`src/rtl/pwm_ctrl_pkg.sv`:
```
// Shared constants and types for the PWM update controller: register map,
// CTRL/STATUS bit positions, reset values and the commit FSM state.
package pwm_ctrl_pkg;

    localparam int unsigned ADDR_W    = 4;
    localparam int unsigned REG_W     = 16;
    localparam int unsigned DTG_W     = 8;
    localparam int unsigned BANK_SIZE = 9;

    localparam logic [ADDR_W-1:0] ADDR_CTRL      = 4'h0;
    localparam logic [ADDR_W-1:0] ADDR_PSC       = 4'h1;
    localparam logic [ADDR_W-1:0] ADDR_ARR       = 4'h2;
    localparam logic [ADDR_W-1:0] ADDR_CH1_START = 4'h3;
    localparam logic [ADDR_W-1:0] ADDR_CH1_END   = 4'h4;
    localparam logic [ADDR_W-1:0] ADDR_CH2_START = 4'h5;
    localparam logic [ADDR_W-1:0] ADDR_CH2_END   = 4'h6;
    localparam logic [ADDR_W-1:0] ADDR_DTG       = 4'h7;
    localparam logic [ADDR_W-1:0] ADDR_CFG_CH1   = 4'h8;
    localparam logic [ADDR_W-1:0] ADDR_CFG_CH2   = 4'h9;
    localparam logic [ADDR_W-1:0] ADDR_STATUS    = 4'hA;

    localparam int unsigned CTRL_CEN_BIT    = 0;
    localparam int unsigned CTRL_COMMIT_BIT = 1;
    localparam int unsigned CTRL_FORCE_BIT  = 2;

    localparam int unsigned STAT_ARMED_BIT = 0;
    localparam int unsigned STAT_ERR_BIT   = 1;
    localparam int unsigned STAT_DONE_BIT  = 2;

    localparam logic [REG_W-1:0] ARR_RST  = 16'hFFFF;
    localparam logic [REG_W-1:0] WORD_RST = 16'h0000;

    // Bank word i holds register address i+1 (PSC at index 0 .. CFG_CH2 at 8).
    typedef logic [BANK_SIZE-1:0][REG_W-1:0] bank_words_t;

    localparam bank_words_t BANK_RST = bank_words_t'({{7{WORD_RST}}, ARR_RST, WORD_RST});

    typedef enum logic {
        ST_IDLE  = 1'b0,
        ST_ARMED = 1'b1
    } upd_state_e;

    function automatic logic is_bank_addr(input logic [ADDR_W-1:0] addr);
        return (addr >= ADDR_PSC) && (addr <= ADDR_CFG_CH2);
    endfunction

    function automatic logic is_reserved_addr(input logic [ADDR_W-1:0] addr);
        return addr > ADDR_STATUS;
    endfunction

endpackage

```
`src/rtl/pwm_shadow_bank.sv`:
```
// Staging/active word pairs for the PWM configuration.
//   wr_en/wr_idx/wr_data : staging write port (index 0..8)
//   commit               : copy every staging word into the active bank
//   staging/active       : full register contents of both banks
module pwm_shadow_bank
    import pwm_ctrl_pkg::*;
(
    input  logic              clk,
    input  logic              rst,
    input  logic              wr_en,
    input  logic [ADDR_W-1:0] wr_idx,
    input  logic [REG_W-1:0]  wr_data,
    input  logic              commit,
    output bank_words_t       staging,
    output bank_words_t       active
);

    // Commit samples the pre-write staging contents, so a same-edge write
    // lands in staging only.
    always_ff @(posedge clk) begin
        if (rst) begin
            staging <= BANK_RST;
            active  <= BANK_RST;
        end else begin
            if (commit) begin
                active <= staging;
            end
            if (wr_en) begin
                staging[wr_idx] <= wr_data;
            end
        end
    end

endmodule

```
`src/rtl/pwm_update_ctrl.sv`:
```
// Register decode and atomic update sequencer in front of pwm_core.
//   clk_psc_i, rst_i            : core clock, synchronous active-high reset
//   wr_en_i/addr_i/wdata_i      : register write port
//   rd_en_i/rdata_o/rdata_valid_o : register read port (one-cycle latency)
//   wr_err_o                    : pulse on a rejected write
//   upd_evt_i                   : counter update event from the core
//   cnt_en_o, psc_o .. cfg_ch2_o : live configuration driving the core
module pwm_update_ctrl
    import pwm_ctrl_pkg::*;
#(
    parameter int unsigned WIDTH = 16
) (
    input  logic              clk_psc_i,
    input  logic              rst_i,
    input  logic              wr_en_i,
    input  logic [ADDR_W-1:0] addr_i,
    input  logic [REG_W-1:0]  wdata_i,
    input  logic              rd_en_i,
    output logic [REG_W-1:0]  rdata_o,
    output logic              rdata_valid_o,
    output logic              wr_err_o,
    input  logic              upd_evt_i,
    output logic              cnt_en_o,
    output logic [WIDTH-1:0]  psc_o,
    output logic [WIDTH-1:0]  arr_o,
    output logic [WIDTH-1:0]  cmp_ch1_start_o,
    output logic [WIDTH-1:0]  cmp_ch1_end_o,
    output logic [WIDTH-1:0]  cmp_ch2_start_o,
    output logic [WIDTH-1:0]  cmp_ch2_end_o,
    output logic [DTG_W-1:0]  dtg_ch1_o,
    output logic [DTG_W-1:0]  dtg_ch2_o,
    output logic [REG_W-1:0]  cfg_ch1_o,
    output logic [REG_W-1:0]  cfg_ch2_o
);

    upd_state_e  state;
    logic        cen;
    logic        err;
    logic        done;
    bank_words_t staging;
    bank_words_t active;

    logic              ctrl_wr_c;
    logic              stat_wr_c;
    logic              bank_wr_c;
    logic              reject_c;
    logic              force_c;
    logic              arm_c;
    logic              commit_c;
    logic [ADDR_W-1:0] bank_idx_c;
    logic [REG_W-1:0]  rd_mux_c;

    // Write decode, commit request and read mux.
    always_comb begin
        ctrl_wr_c  = 1'b0;
        stat_wr_c  = 1'b0;
        bank_wr_c  = 1'b0;
        reject_c   = 1'b0;
        force_c    = 1'b0;
        arm_c      = 1'b0;
        commit_c   = 1'b0;
        bank_idx_c = ADDR_W'(addr_i - ADDR_PSC);
        rd_mux_c   = WORD_RST;

        ctrl_wr_c = wr_en_i && (addr_i == ADDR_CTRL);
        stat_wr_c = wr_en_i && (addr_i == ADDR_STATUS);
        force_c   = ctrl_wr_c && wdata_i[CTRL_FORCE_BIT];
        arm_c     = ctrl_wr_c && wdata_i[CTRL_COMMIT_BIT] && (state == ST_IDLE);
        bank_wr_c = wr_en_i && is_bank_addr(addr_i) && (state == ST_IDLE);
        reject_c  = wr_en_i && ((is_bank_addr(addr_i) && (state == ST_ARMED))
                               || is_reserved_addr(addr_i));
        // A stopped counter never produces an update event, so commit at once.
        commit_c  = force_c || ((state == ST_ARMED) && (upd_evt_i || !cen));

        if (addr_i == ADDR_CTRL) begin
            rd_mux_c[CTRL_CEN_BIT] = cen;
        end else if (addr_i == ADDR_STATUS) begin
            rd_mux_c[STAT_ARMED_BIT] = (state == ST_ARMED);
            rd_mux_c[STAT_ERR_BIT]   = err;
            rd_mux_c[STAT_DONE_BIT]  = done;
        end else if (is_bank_addr(addr_i)) begin
            rd_mux_c = staging[bank_idx_c];
        end
    end

    // Commit FSM, control/status registers and read/error pulses.
    always_ff @(posedge clk_psc_i) begin
        if (rst_i) begin
            state         <= ST_IDLE;
            cen           <= 1'b0;
            err           <= 1'b0;
            done          <= 1'b0;
            rdata_o       <= WORD_RST;
            rdata_valid_o <= 1'b0;
            wr_err_o      <= 1'b0;
        end else begin
            if (commit_c) begin
                state <= ST_IDLE;
            end else if (arm_c) begin
                state <= ST_ARMED;
            end

            if (ctrl_wr_c) begin
                cen <= wdata_i[CTRL_CEN_BIT];
            end

            if (reject_c) begin
                err <= 1'b1;
            end else if (stat_wr_c && wdata_i[STAT_ERR_BIT]) begin
                err <= 1'b0;
            end

            // A fresh commit outranks a simultaneous W1C of DONE.
            if (commit_c) begin
                done <= 1'b1;
            end else if (stat_wr_c && wdata_i[STAT_DONE_BIT]) begin
                done <= 1'b0;
            end

            wr_err_o      <= reject_c;
            rdata_valid_o <= rd_en_i;
            if (rd_en_i) begin
                rdata_o <= rd_mux_c;
            end
        end
    end

    pwm_shadow_bank u_bank (
        .clk     (clk_psc_i),
        .rst     (rst_i),
        .wr_en   (bank_wr_c),
        .wr_idx  (bank_idx_c),
        .wr_data (wdata_i),
        .commit  (commit_c),
        .staging (staging),
        .active  (active)
    );

    assign cnt_en_o        = cen;
    assign psc_o           = WIDTH'(active[0]);
    assign arr_o           = WIDTH'(active[1]);
    assign cmp_ch1_start_o = WIDTH'(active[2]);
    assign cmp_ch1_end_o   = WIDTH'(active[3]);
    assign cmp_ch2_start_o = WIDTH'(active[4]);
    assign cmp_ch2_end_o   = WIDTH'(active[5]);
    assign dtg_ch1_o       = active[6][DTG_W-1:0];
    assign dtg_ch2_o       = active[6][REG_W-1:DTG_W];
    assign cfg_ch1_o       = active[7];
    assign cfg_ch2_o       = active[8];

endmodule

```
`config.mk`:
```
export PLATFORM = sky130hd
export DESIGN_NAME = pwm_update_ctrl
export DESIGN_NICKNAME = d
export VERILOG_FILES = /design/src/rtl/pwm_ctrl_pkg.sv /design/src/rtl/pwm_shadow_bank.sv /design/src/rtl/pwm_update_ctrl.sv
export SDC_FILE = /design/constraint.sdc
export NUM_CORES = 1
export LEC_CHECK = 0
export BUFFER_PORTS_ARGS = -buffer_cell sky130_fd_sc_hd__clkbuf_2
export CORE_MARGIN = 5
export CORE_UTILIZATION = 49
export DETAILED_ROUTE_END_ITERATION = 12
export PLACE_DENSITY = 0.77
export SLEW_MARGIN = 25
export SYNTH_ARGS = -nofsm -noshare
export SYNTH_HDL_FRONTEND = slang
export SYNTH_SLANG_ARGS = --single-unit
```
`constraint.sdc`:
```
create_clock -name clk_psc_i -period 4.3 [get_ports clk_psc_i]
set_clock_uncertainty 0.05 [all_clocks]
set_input_delay 0.43 -clock clk_psc_i [delete_from_list [all_inputs] [get_ports clk_psc_i]]
set_output_delay 0.43 -clock clk_psc_i [all_outputs]
set_load 0.05 [all_outputs]
```
==> results of run 1 <==
-- sequential cells by signal, indices dropped and copies added, names as in the netlist --
| name | count |
|---|---|
| cnt_en_o | 1 |
| state | 1 |
| done | 1 |
| err | 1 |
| u_bank.active | 144 |
| rdata_valid_o | 1 |
| rdata_o | 16 |
| u_bank.staging | 144 |
| wr_err_o | 1 |
-- synthesized netlist by cell type (14+ instances only) --
library cell  instances
a21oi_1             208
buf_2                20
clkbuf_1             85
dfxtp_1             310
mux2i_1              81
mux4_2               32
nand2_1             308
nand2b_1             67
nand3_1              53
nand3b_1             18
nand4_1              17
nor2_1               56
o21ai_0              51
o22ai_1              14
o31ai_1              30
-- logic make-up (layout without fill, tap and decap cells) --
family	after synthesis	after routing	share of synthesized area [%]
flip-flops	310	310	48.9
XOR/XNOR	2	2	0.138
multiplexers	113	113	12.1
adder cells (fa/ha/maj)	4	4	0.394
AND/OR/NAND/NOR	543	543	19.7
buffers and inverters	130	266	4.44
AO/OA/AOI/OAI	325	325	14.4
-- through the flow --
stage / setup WS [ps] / utilization [%] / instance area (sq um) / cells / hold slack, ps
2_1_floorplan: 1170 / - / 12700 / 1427 / 393
3_3_place_gp: 881 / 53.3 / 13700 / 1845 / 388
3_5_place_dp: 779 / 53.3 / 13700 / 1845 / 392
4_1_cts: 1320 / 57.3 / 14800 / 1898 / 198
5_1_grt: 1010 / 57.3 / 14800 / 1898 / 224
6_report: 1250 / 57.3 / 14800 / 1898 / 215
-- metal layers --
layer  global-route usage (%)  share of wire (%)  up-vias
met4                     10.0                4.5        0
met1                     36.7                 40     5280
met2                     40.4                 44      644
li1                         -                  -     5159
met5                        0                  0        -
met3                     5.55                 12      116
-- worst min path at each step --
stage | startpoint | endpoint
after CTS | rd_en_i | rdata_o[1]
final | rd_en_i | rdata_o[1]
after detailed placement | u_bank.active[128] | u_bank.active[128]
after global routing | wr_en_i | wr_err_o
after floorplan | u_bank.staging[0] | u_bank.active[0]
after global placement | u_bank.active[122] | u_bank.active[122]
-- worst max-delay path, stage by stage --
cell	delay, ps
clkbuf_2	340
inv_1	190
ha_1	520
nor3b_2	550
a32o_4	670
buf_4	460
nand2_1	110
a21oi_1	160
-- where the power goes --
part | leakage, nW | switching (mW) | internal [mW]
Clock | 0.509 | 1.13 | 1.63
Combinational | 2.69 | 0.342 | 0.130
Sequential | 2.50 | 0.0235 | 2.90
Total | 5.70 | 1.49 | 4.65
-- final cells by class --
type	count	area [sq um]
well taps	335	419
inverters	5	18.8
repair buffers	208	1130
clock buffers	48	950
multi-input cells	987	5950
clock inverters	5	82.6
fillers	2283	11000
flip-flops and latches	310	6210
==> metrics.md, run 1 <==
| Metric | Value |
|---|---|
| Worst setup startpoint | addr_i[0] |
| Distinct cells, synth | 54 |
| Setup TNS | 0 ps |
| Synth Flop Type | dfxtp_1 |
| CTS root buf | clkbuf_16 |
| Data arrival, critical path | roughly 3500 ps |
| RSZ-0062 raised after global routing | no |
| Sequential area share after synthesis | between 40% and 50% |
| Avg Inst Size Synth | ~8.9 sq um |
| Worst hold path depth | 3 |
| Clk Latency, worst-skew pair | roughly 560 ps |
| CTS buffer count | 31 |
| Routed vias | 11,200 |
| Antenna violations before repair | 0 |
| Most common cell after layout, fill and taps aside | dfxtp_1 |
| Netlist Area Pre-Place | 12,700 sq um |
| Diodes inserted | 0 |
| Asr flop ratio synth | 0% |
| Final min period | around 3100 ps |
| Mapped Nets | 1,456 |
| Yosys warning count | 0 |
| Total grt overflow | 0 |
| Drc violations | 0 |
| R2R cell count | 4 |
| Die width | roughly 170 um |
| Vias in the first global route | 10,500 |
| Tcrit/Tclk final | 71.0% |
| Post-CTS sizing | 0 |
| CTS sink cnt | just over 300 |
| CP Class | input port to flip-flop |
| FF-to-FF setup slack | about 1800 ps |
| Highest clock rate | roughly 0.33 GHz |
| Actual slew at the worst max-slew pin | between 1000 and 1500 ps |
| DRT antenna net count | 0 |
| Cell taking the most area after synthesis | dfxtp_1 |
| Core region area | about 26,000 sq um |
| Final Slew Violations | 0 |
| Final hold vios | 0 |
| Global-route wire length before repair | ~61,000 um |
| Max Cap Viol | 0 |
| Final net count | around 1,600 |
| H-tree depth | 1 |
| Post CTS Setup Buffer Count | 0 |
| Global-route usage over all layers | between 20% and 30% |
| Worst-path clk slew | 60 ps |
| Yosys top cell area share | slightly below 50% |
| EDFF count, synth | 0 |
| Placement Rows | a little under 60 |
| Seq cells post-synth | between 300 and 400 |
| Total Wirelength | 40,300 um |
| Pwr dens | around 420 nW/um^2 |
| Post-cts hold buffer count | 0 |
| HPWL Detailed | about 27,000 um |
| Detail-routed net length per standard cell | roughly 21 um |
| Worst Setup EP | u_bank.active[116] |
| Number of port buffers | ~190 |
| RR Endpoint | u_bank.staging[20] |
| Worst-path maximum fanout | slightly below 50 |
| Synthesis-to-layout area growth | 16.3% |
| Type of origin of the critical path | input port |
| Worst VDD drop | between 0.0002 and 0.0003 V |
| Final setup violation count | 0 |
| Initial Util | roughly 49% |
| Power, Total | 6.15 mW |
| Ranking of synthesized cells by area | dfxtp_1 (49%), nand2_1 (9.1%), a21oi_1 (8.2%), mux2i_1 (6.4%), mux4_2 (5.7%) |
| Die H | between 150 and 200 um |
| Status | finished, final reports clean |
| Io pins | 188 |
| Crit. End Element | flip-flop |
| Proportion of layout cells with a drive suffix above 1 | a little under a fifth |
| Class of the worst hold path | input port to flip-flop |
| Most frequent cells in the layout | dfxtp_1 (310), nand2_1 (308), a21oi_1 (208) |
| CTS tree | done |
| Post-Synthesis Cells | roughly 1,400 |
| Final estimated routing congestion in global placement | ~0.95 |
| Avg Vias per Cell | roughly 5.9 |
| Rel. slew slack | 28.2% |
| Largest net degree at the start of global routing | between 150 and 200 |
| Clock Tree Buf Depth | 3 |
| Worst Path Required | 4730 ps |
| First DRT Iteration DRCs | approximately 1,500 |
| DR pass1 iterations | 6 |
| Die ar. | between 20,000 and 30,000 sq um |
| R2r startpoint | state |
| LEAKAGE | 5.70 nW |
Note: power is estimated with default switching activity, not from simulation.
==> run 2: changes to the inputs <==
--- a/config.mk
+++ b/config.mk
@@ -9,7 +9,7 @@
 export CORE_MARGIN = 5
 export CORE_UTILIZATION = 49
 export DETAILED_ROUTE_END_ITERATION = 12
-export PLACE_DENSITY = 0.77
+export PLACE_DENSITY = 0.8
 export SLEW_MARGIN = 25
 export SYNTH_ARGS = -nofsm -noshare
 export SYNTH_HDL_FRONTEND = slang
==> constraint.sdc (replaced) <==
create_clock -name clk_psc_i -period 2.7 [get_ports clk_psc_i]
set_clock_uncertainty 0.05 [all_clocks]
set_input_delay 0.27 -clock clk_psc_i [delete_from_list [all_inputs] [get_ports clk_psc_i]]
set_output_delay 0.27 -clock clk_psc_i [all_outputs]
set_load 0.05 [all_outputs]
==> metrics.md, run 2 (synthesized netlist as in run 1, its figures left out) <==
| Metric | Value |
|---|---|
| Most frequent cells in the layout | dfxtp_1 (310), nand2_1 (308), a21oi_1 (208) |
| Tcrit/Tclk final | between 80% and 90% |
| Final setup violation count | 0 |
| Setup TNS | 0 ps |
| Wire length on met2 | approximately 18,000 um |
| Post CTS Setup Buffer Count | 0 |
| HPWL Detailed | around 28,000 um |
| Sw Pwr | 2.38 mW |
| Global-route usage over all layers | 26.7% |
| Sequential share of power | between 40% and 50% |
| Global-route wire length before repair | between 60,000 and 70,000 um |
| Top Layer Used | met4 |
| Core region area | between 20,000 and 30,000 sq um |
| First DRT Iteration DRCs | between 1,000 and 1,500 |
| Max Cap Viol | 0 |
| Worst-path clk slew | approximately 60 ps |
| Data arrival, critical path | 2610 ps |
| Avg Vias per Cell | about 6 |
| RR Endpoint | u_bank.staging[90] |
| Most common cell after layout, fill and taps aside | dfxtp_1 |
| CP dominant cell by count | buf_4 |
| Vias in the first global route | roughly 11,000 |
| Crit-path leading delay family | compound AO/OA/AOI/OAI gates |
| Sw Ratio | a little under a quarter |
| Rel. slew slack | ~47% |
| Status | finished, final reports clean |
| Slowest-stage cell, CP | o31a_1 |
| DRT antenna net count | 0 |
| R2R cell count | 4 |
| Worst-path maximum fanout | 20 |
| Cell internal pwr | ~7.6 mW |
| Clk pwr share | between 40% and 50% |
| Worst Path Required | between 3000 and 4000 ps |
| Post-CTS sizing | 0 |
| FF-to-FF setup slack | 600 ps |
| Worst hold path depth | 2 |
| R2r startpoint | state |
| LEAKAGE | just under 6 nW |
| Diodes inserted | 0 |
| Largest regs | u_bank.active: 144 flops, u_bank.staging: 144 flops, rdata_o: 16 flops |
| CTS buffer count | 31 |
| Total grt overflow | 0 |
| Power, Total | 9.97 mW |
| Highest clock rate | approximately 0.46 GHz |
| Final min period | 2170 ps |
| Io pins | between 150 and 200 |
| Die H | 171 um |
| Routed wire length on met3 | roughly 4300 um |
| Slowest cell delay on critical path | between 600 and 700 ps |
| WHS | 74.1 ps |
| Hold Path End | rdata_valid_o |
| DR pass1 iterations | 8 |
| Final net count | between 1,500 and 2,000 |
| Synthesis-to-layout area growth | 18.2% |
| Worst VDD drop | about 0.00045 V |
| CP Class | input port to flip-flop |
| Largest net degree at the start of global routing | between 100 and 150 |
| Clk Latency, worst-skew pair | 560 ps |
| Die width | between 150 and 200 um |
| Pwr dens | ~660 nW/um^2 |
| Final estimated routing congestion in global placement | 0.939 |
| Die ar. | around 29,000 sq um |
| Antenna violations before repair | 1 |
| Combinational Power Share | around 7.7% |
| Critical Path, Cell by Cell | clkbuf_2 -> inv_1 -> ha_1 -> buf_4 -> nand2b_1 -> o31a_1 -> buf_4 -> o21ai_0 -> a21oi_1 |
| Final Slew Violations | 0 |
| Placement Rows | roughly 60 |
| Routed vias | 11,300 |
| Number of port buffers | 187 |
| M1 WL | ~17,000 um |
| Actual slew at the worst max-slew pin | 791 ps |
| Proportion of layout cells with a drive suffix above 1 | 19.8% |
| CTS tree | done |
| CTS sink cnt | 310 |
| Final hold vios | 0 |
| Type of origin of the critical path | input port |
| Post-cts hold buffer count | 0 |
| Drc violations | 0 |
| Clock Tree Buf Depth | 3 |
| H-tree depth | 1 |
| Worst Path Buf+Inv | 4 |
| Initial Util | between 40% and 50% |
| Hold Crit Start | rd_en_i |
| Crit. End Element | flip-flop |
| CTS root buf | clkbuf_16 |
| Class of the worst hold path | input port to flip-flop |
| Detail-routed net length per standard cell | roughly 21 um |
| Total Wirelength | roughly 41,000 um |
| RSZ-0062 raised after global routing | no |
## run 2: cell count changes in the layout (fill, tap and decap cells not counted)
cell and delta:
buf_12 +8, buf_4 +4, bufinv_16 +1, clkbuf_1 +2, clkbuf_8 +2, clkinvlp_4 +1, inv_6 -2
## run 2: per-layer routing
layer | vias to the layer above | global-route usage, %
li1 | 5185 | -
met1 | 5382 | 37.5
met2 | 652 | 40.1
met3 | 110 | 5.78
met4 | 0 | 11.2
met5 | - | 0
## run 2: how the worst max path moves through the flow
| stage | startpoint | to | cells past startpoint |
|---|---|---|---|
| finish | addr_i[1] | u_bank.staging[65] | 9 |
| global route | addr_i[1] | u_bank.staging[79] | 9 |
| CTS | addr_i[1] | u_bank.staging[65] | 9 |
| detailed placement | addr_i[1] | u_bank.staging[65] | 9 |
| global placement | addr_i[1] | u_bank.staging[79] | 9 |
| floorplan | addr_i[0] | u_bank.staging[101] | 12 |
## run 2: area by class of cell
type | count | area, sq um
Sequential cell | 310 | 6210
Clock inverter | 5 | 103
Multi-Input combinational cell | 987 | 5950
Timing Repair Buffer | 220 | 1320
Fill cell | 2220 | 10800
Tap cell | 335 | 419
Clock buffer | 52 | 985
Inverter | 5 | 18.8
## run 2: per-stage QoR
| step | setup WS (ps) | utilization [%] | area (sq um) | std cells |
|---|---|---|---|---|
| floorplan | 5.71 | - | 12700 | 1427 |
| global placement | 82.8 | 54.0 | 13900 | 1857 |
| detailed placement | 63.3 | 54.0 | 13900 | 1857 |
| CTS | 614 | 58.2 | 15000 | 1914 |
| global route | 442 | 58.2 | 15000 | 1914 |
| finish | 527 | 58.2 | 15000 | 1914 |
## run 2: power groups by stage
stage	Clock, mW	Combinational (mW)	Sequential [mW]
3_5_place_dp	0	0.750	4.76
5_1_grt	4.77	0.808	4.66
4_1_cts	4.57	0.755	4.65
3_3_place_gp	0	0.742	4.76
2_1_floorplan	0	0.434	4.81
6_report	4.54	0.772	4.66
